===== config.mk =====
export PLATFORM = sky130hd
export DESIGN_NAME = risc_mem_stage
export DESIGN_NICKNAME = d
export VERILOG_FILES = /design/src/rtl/risc_pkg.sv /design/src/rtl/risc_mem_stage.sv
export SDC_FILE = /design/constraint.sdc
export NUM_CORES = 1
export LEC_CHECK = 0
export CORE_ASPECT_RATIO = 0.5
export CORE_MARGIN = 1
export CORE_UTILIZATION = 25
export CTS_CLUSTER_SIZE = 12
export DETAILED_ROUTE_END_ITERATION = 16
export HOLD_SLACK_MARGIN = 0.06
export PLACE_DENSITY_LB_ADDON = 0.12
export SETUP_SLACK_MARGIN = 0.1
export SLEW_MARGIN = 10
export SYNTH_ARGS = -nofsm -noshare
export SYNTH_HDL_FRONTEND = slang
export SYNTH_SLANG_ARGS = --single-unit

===== constraint.sdc =====
create_clock -name clk -period 2.2 [get_ports clk]
set_input_delay 0.44 -clock clk [delete_from_list [all_inputs] [get_ports clk]]
set_output_delay 0.44 -clock clk [all_outputs]
set_load 0.05 [all_outputs]

===== src/rtl/risc_pkg.sv =====
// Shared types and widths for the RISC pipeline.
// Mem-stage state, writeback mux encodings, captured op bundle.
package risc_pkg;

  localparam int DATA_W     = 32;
  localparam int REG_ADDR_W = 5;

  typedef enum logic [1:0] {
    MD_F    = 2'd0,
    MD_MEM  = 2'd1,
    MD_NV   = 2'd2,
    MD_HOLD = 2'd3
  } md_e;

  typedef enum logic {
    IDLE = 1'b0,
    WAIT = 1'b1
  } mem_state_e;

  typedef struct packed {
    logic                  rw;
    logic [REG_ADDR_W-1:0] da;
    logic [1:0]            md;
    logic [DATA_W-1:0]     f;
    logic                  nv;
    logic                  mw;
    logic [DATA_W-1:0]     bus_b;
  } mem_op_t;

endpackage


===== src/rtl/risc_mem_stage.sv =====
// Memory-access stage: data-memory req/ack handshake,
// execute stall, and the EX/WB pipeline register.
module risc_mem_stage
  import risc_pkg::*;
#(
  parameter int unsigned ACK_TIMEOUT = 15
) (
  input  logic                  clk,
  input  logic                  reset,
  input  logic                  EX_Valid,
  input  logic                  EX_RW,
  input  logic [REG_ADDR_W-1:0] EX_DA,
  input  logic [1:0]            EX_MD,
  input  logic                  EX_MW,
  input  logic [DATA_W-1:0]     EX_F,
  input  logic [DATA_W-1:0]     EX_Bus_B,
  input  logic                  EX_N_XOR_V,
  output logic                  MEM_Stall,
  output logic                  dmem_req,
  output logic                  dmem_we,
  output logic [DATA_W-1:0]     dmem_addr,
  output logic [DATA_W-1:0]     dmem_wdata,
  input  logic [DATA_W-1:0]     dmem_rdata,
  input  logic                  dmem_ack,
  output logic                  WB_RW,
  output logic [REG_ADDR_W-1:0] WB_DA,
  output logic [1:0]            WB_MD,
  output logic [DATA_W-1:0]     WB_F,
  output logic [DATA_W-1:0]     WB_Data_Mem_Data_Out,
  output logic                  WB_N_XOR_V,
  output logic                  mem_err
);

  mem_state_e state, state_nx;
  mem_op_t    op;
  logic [7:0] cnt;
  logic       is_mem, ex_alu, accept_mem;
  logic       timeout, done_ack, done_to;

  assign is_mem     = EX_MW | (EX_MD == MD_MEM);
  assign ex_alu     = (state == IDLE) & EX_Valid & ~is_mem;
  assign accept_mem = (state == IDLE) & EX_Valid & is_mem;
  // Fires in the ACK_TIMEOUT-th waiting cycle.
  assign timeout    = (cnt == 8'(ACK_TIMEOUT - 1));
  assign done_ack   = (state == WAIT) & dmem_ack;
  assign done_to    = (state == WAIT) & ~dmem_ack & timeout;

  assign MEM_Stall  = (state == WAIT);
  assign dmem_we    = op.mw;
  assign dmem_addr  = op.f;
  assign dmem_wdata = op.bus_b;

  always_ff @(posedge clk or negedge reset) begin
    if (!reset) state <= IDLE;
    else        state <= state_nx;
  end

  always_comb begin
    state_nx = state;
    unique case (state)
      IDLE:    if (EX_Valid & is_mem) state_nx = WAIT;
      WAIT:    if (dmem_ack | timeout) state_nx = IDLE;
      default: state_nx = IDLE;
    endcase
  end

  always_ff @(posedge clk or negedge reset) begin
    if (!reset) begin
      op                   <= '0;
      cnt                  <= '0;
      dmem_req             <= 1'b0;
      mem_err              <= 1'b0;
      WB_RW                <= 1'b0;
      WB_DA                <= '0;
      WB_MD                <= MD_F;
      WB_F                 <= '0;
      WB_Data_Mem_Data_Out <= '0;
      WB_N_XOR_V           <= 1'b0;
    end else begin
      if (state == WAIT && !dmem_ack && !timeout)
        cnt <= cnt + 8'd1;
      else
        cnt <= 8'd0;

      if (accept_mem) begin
        op       <= '{EX_RW, EX_DA, EX_MD, EX_F,
                      EX_N_XOR_V, EX_MW, EX_Bus_B};
        dmem_req <= 1'b1;
      end else if (done_ack | done_to) begin
        dmem_req <= 1'b0;
      end

      if (done_to) mem_err <= 1'b1;

      unique case (1'b1)
        ex_alu: begin
          WB_RW      <= EX_RW;
          WB_DA      <= EX_DA;
          WB_MD      <= EX_MD;
          WB_F       <= EX_F;
          WB_N_XOR_V <= EX_N_XOR_V;
        end
        done_ack: begin
          WB_RW      <= op.rw;
          WB_DA      <= op.da;
          WB_MD      <= op.md;
          WB_F       <= op.f;
          WB_N_XOR_V <= op.nv;
          if (!op.mw) WB_Data_Mem_Data_Out <= dmem_rdata;
        end
        done_to: begin
          WB_RW                <= 1'b0;
          WB_DA                <= op.da;
          WB_MD                <= op.md;
          WB_F                 <= op.f;
          WB_N_XOR_V           <= op.nv;
          WB_Data_Mem_Data_Out <= '0;
        end
        default: begin
          WB_RW <= 1'b0;
          WB_MD <= MD_F;
        end
      endcase
    end
  end

endmodule

==> out/metrics.cfg <==
[clock_network]
cts_buffers = 17
path_clk_slew_ns = 0.06
h-tree-depth = 4
cts_tree = done
insertion_delay_ns = 0.43
clockBufferDepth = 2
cts_setup_buffers = 0
cts.sinks = 158
cts-root-buf = clkbuf_16

[floorplanning]
die_area_mm2 = 0.0277
core_area_mm2 = 0.0265
io_pins = 251
die_w_um = 234
rows = 42
die_y_um = 118
initial_core_util_pct = 25.5

[power]
pwr_density_cell_mw_per_mm2 = 1310
cellLeakagePower_nw = 4.89
vdd_drop_max_mv = 0.543

[sta]
worst-slew-pin-transition_ns = 0.676
tns_ns = 0
skew_ns = 0.00573
finalWorstSetupSlack_ns = 0.158
finalHoldViolations = 0
finalCritPeriodShare_pct = 92.8
max_freq_ghz = 0.490
rsz0062_at_grt = no
fin_crit_ns = 2.04
slew_violations = 0
setup_viol = 0
slew-limit-headroom_pct = 54.8

[setup_path]
crit_chain = clkdlybuf4s50_1
cpPeakStageDelay_ns = 0.80
r2r-start = cnt[1]
path_max_fanout = 2
rr_worst_depth = 6
setup.worst_path.end_class = output port
crit_path_top_delay_cell = clkdlybuf4s50_1
worstReg2RegEnd = WB_N_XOR_V
worstPathArrival_ns = 1.60
path_delay_family = buffers and inverters
start_kind = register
path_buf_inv = 1
required_ns = 1.76
worstSetupPathType = reg2out
reg2reg_slack_ns = 0.27

[global_route]
gr-usage-all-layers_pct = 14.5
grt_pass1_wl_um = 29800
grt_overflow = 0
grt_max_degree = 51
antenna_found_initial = 0
grt_pass1_vias = 4871

[placed_design]
portBuffers = 250
hpwl_um = 12800
dpl_worst_slack_ns = -0.310
routabilityCongestion = 0.709

[route]
drtIter0Drc = 234
drc = 0
wire_per_inst_um = 17.6
num_vias = 4804
ant_nets = 0
drtPass1Iterations = 4
routed_via_density = 4.30
routed_wl_um = 19600

[synthesis]
synth_cells = 555
synthArstFlopShare_pct = 100
ys_types = 32
seq_area_frac_synth_pct = 58.6
synth_area_mm2 = 0.00675
synth_nets = 667
avgSynthCellArea_um2 = 12.2
yosysWarnings = 0
ys_ff_latch = 158
synth_top_flop_cell = dfrtp_1
synth-edff-count = 0

[final_layout]
nets = 863
area_delta_synth_final_pct = 50.6
drive_above_1_share_pct = 17.3
diodes = 0

[job]
maxCapViolations = 0

[worst_hold_path]
hold_class = reg2reg
min_delay_worst_endpoint = mem_err
hp-start = mem_err
holdPathStages = 1

[status]
status = complete, no violations

==> synthesized netlist by cell type, types with 3 or more instances <==
cell / n / area share, %
buf_6: 3 / 0.50
nor2_1: 10 / 0.56
mux2_2: 71 / 12
xor2_1: 4 / 0.52
nand4_1: 3 / 0.28
nor2b_1: 40 / 3.7
a21oi_1: 32 / 2.4
clkbuf_1: 22 / 1.2
dfrtp_1: 158 / 59
o21ai_0: 5 / 0.37
inv_1: 4 / 0.22
a221o_1: 38 / 5.6
nand2_1: 76 / 4.2
buf_4: 64 / 7.1
buf_2: 3 / 0.22
==> worst reg2reg max path, cell delays in order (launching register included) <==
cell and delay [ns]:
dfrtp_1 0.43, ha_1 0.20, nand4b_1 0.11, o21a_2 0.20, buf_4 0.48, nor2b_1 0.13, a221o_1 0.28
==> flip-flops by register name, indices dropped and copies added (netlist names) <==
register	cells
op	9
WB_RW	1
mem_err	1
WB_MD	2
dmem_addr	32
dmem_wdata	32
dmem_we	1
WB_Data_Mem_Data_Out	32
cnt	8
WB_F	32
WB_DA	5
dmem_req	1
MEM_Stall	1
WB_N_XOR_V	1
==> cell type report <==
| cell class | count | area [um2] |
|---|---|---|
| inverter | 4 | 15.0 |
| multi-input combinational | 301 | 2210 |
| sequential | 158 | 3960 |
| clock buffer | 23 | 498 |
| fill | 2574 | 16300 |
| clock inverter | 9 | 201 |
| tap | 352 | 440 |
| timing repair buffer | 269 | 2850 |
==> cells by family after synthesis <==
logic type | after synthesis | share of synthesized area, %
xor gates and xnor gates | 6 | 0.778
buffers and inverters | 97 | 9.34
AOI/OAI and AO/OA | 78 | 8.69
and+or+nand+nor | 143 | 10.4
DFF | 158 | 58.6
adders and majority gates | 2 | 0.371
muxes | 71 | 11.8
==> report_power, final <==
part	total (mW)	switching, mW	internal, mW
Sequential	4.15	0.440	3.71
Clock	3.51	1.22	2.28
Combinational	5.69	3.73	1.97
==> worst max-delay path by stage <==
stage	slack, ns	startpoint	depth (start not counted)	end
final	0.16	WB_F[28]	1	WB_F[28]
after CTS	0.10	dmem_addr[23]	1	dmem_addr[23]
after global routing	0.1	WB_F[12]	1	WB_F[12]
after detailed placement	-0.31	EX_MD[0]	5	WB_F[5]
after floorplan	0.19	MEM_Stall	6	WB_DA[4]
after global placement	-0.33	EX_MD[0]	5	WB_F[17]
==> through the flow <==
stage	power [mW]	utilization (%)	hold WS (ns)	cell area [um2]	std cells
final	13.4	38.4	0.473	10200	1116
after CTS	13.6	37.8	0.471	10000	1116
after global placement	10.1	35.2	0.408	9330	1082
after global routing	14.0	38.4	0.502	10200	1116
after floorplan	8.29	-	0.144	6750	555
after detailed placement	10.1	35.2	0.411	9330	1082
==> per-layer routing <==
layer  track usage (%)  share of wire (%)
met3              4.75                4.1
met2              23.6                 50
met1              18.5                 45
met5                 0                  0
met4              3.19               0.91
==> timing repair <==
action | CTS | global route
resized for setup | 29 | 60
hold buffers | 1 | 0
endpoints found under the hold margin | 42 | 0
cloned | 1 | 0
endpoints found under the setup margin | 66 | 60
==> cell usage in the layout, fill, tap and decap left out, drive strengths merged, types with 21 or more instances in the layout <==
master           n
nor2b           42
clkdlybuf4s50  159
dfrtp          158
buf             21
clkbuf          23
mux2            71
a21oi           32
nand2           76
dlymetal6s2s    60
a221o           38
dlygate4sd2     28
(Power assumes the default switching activity.)
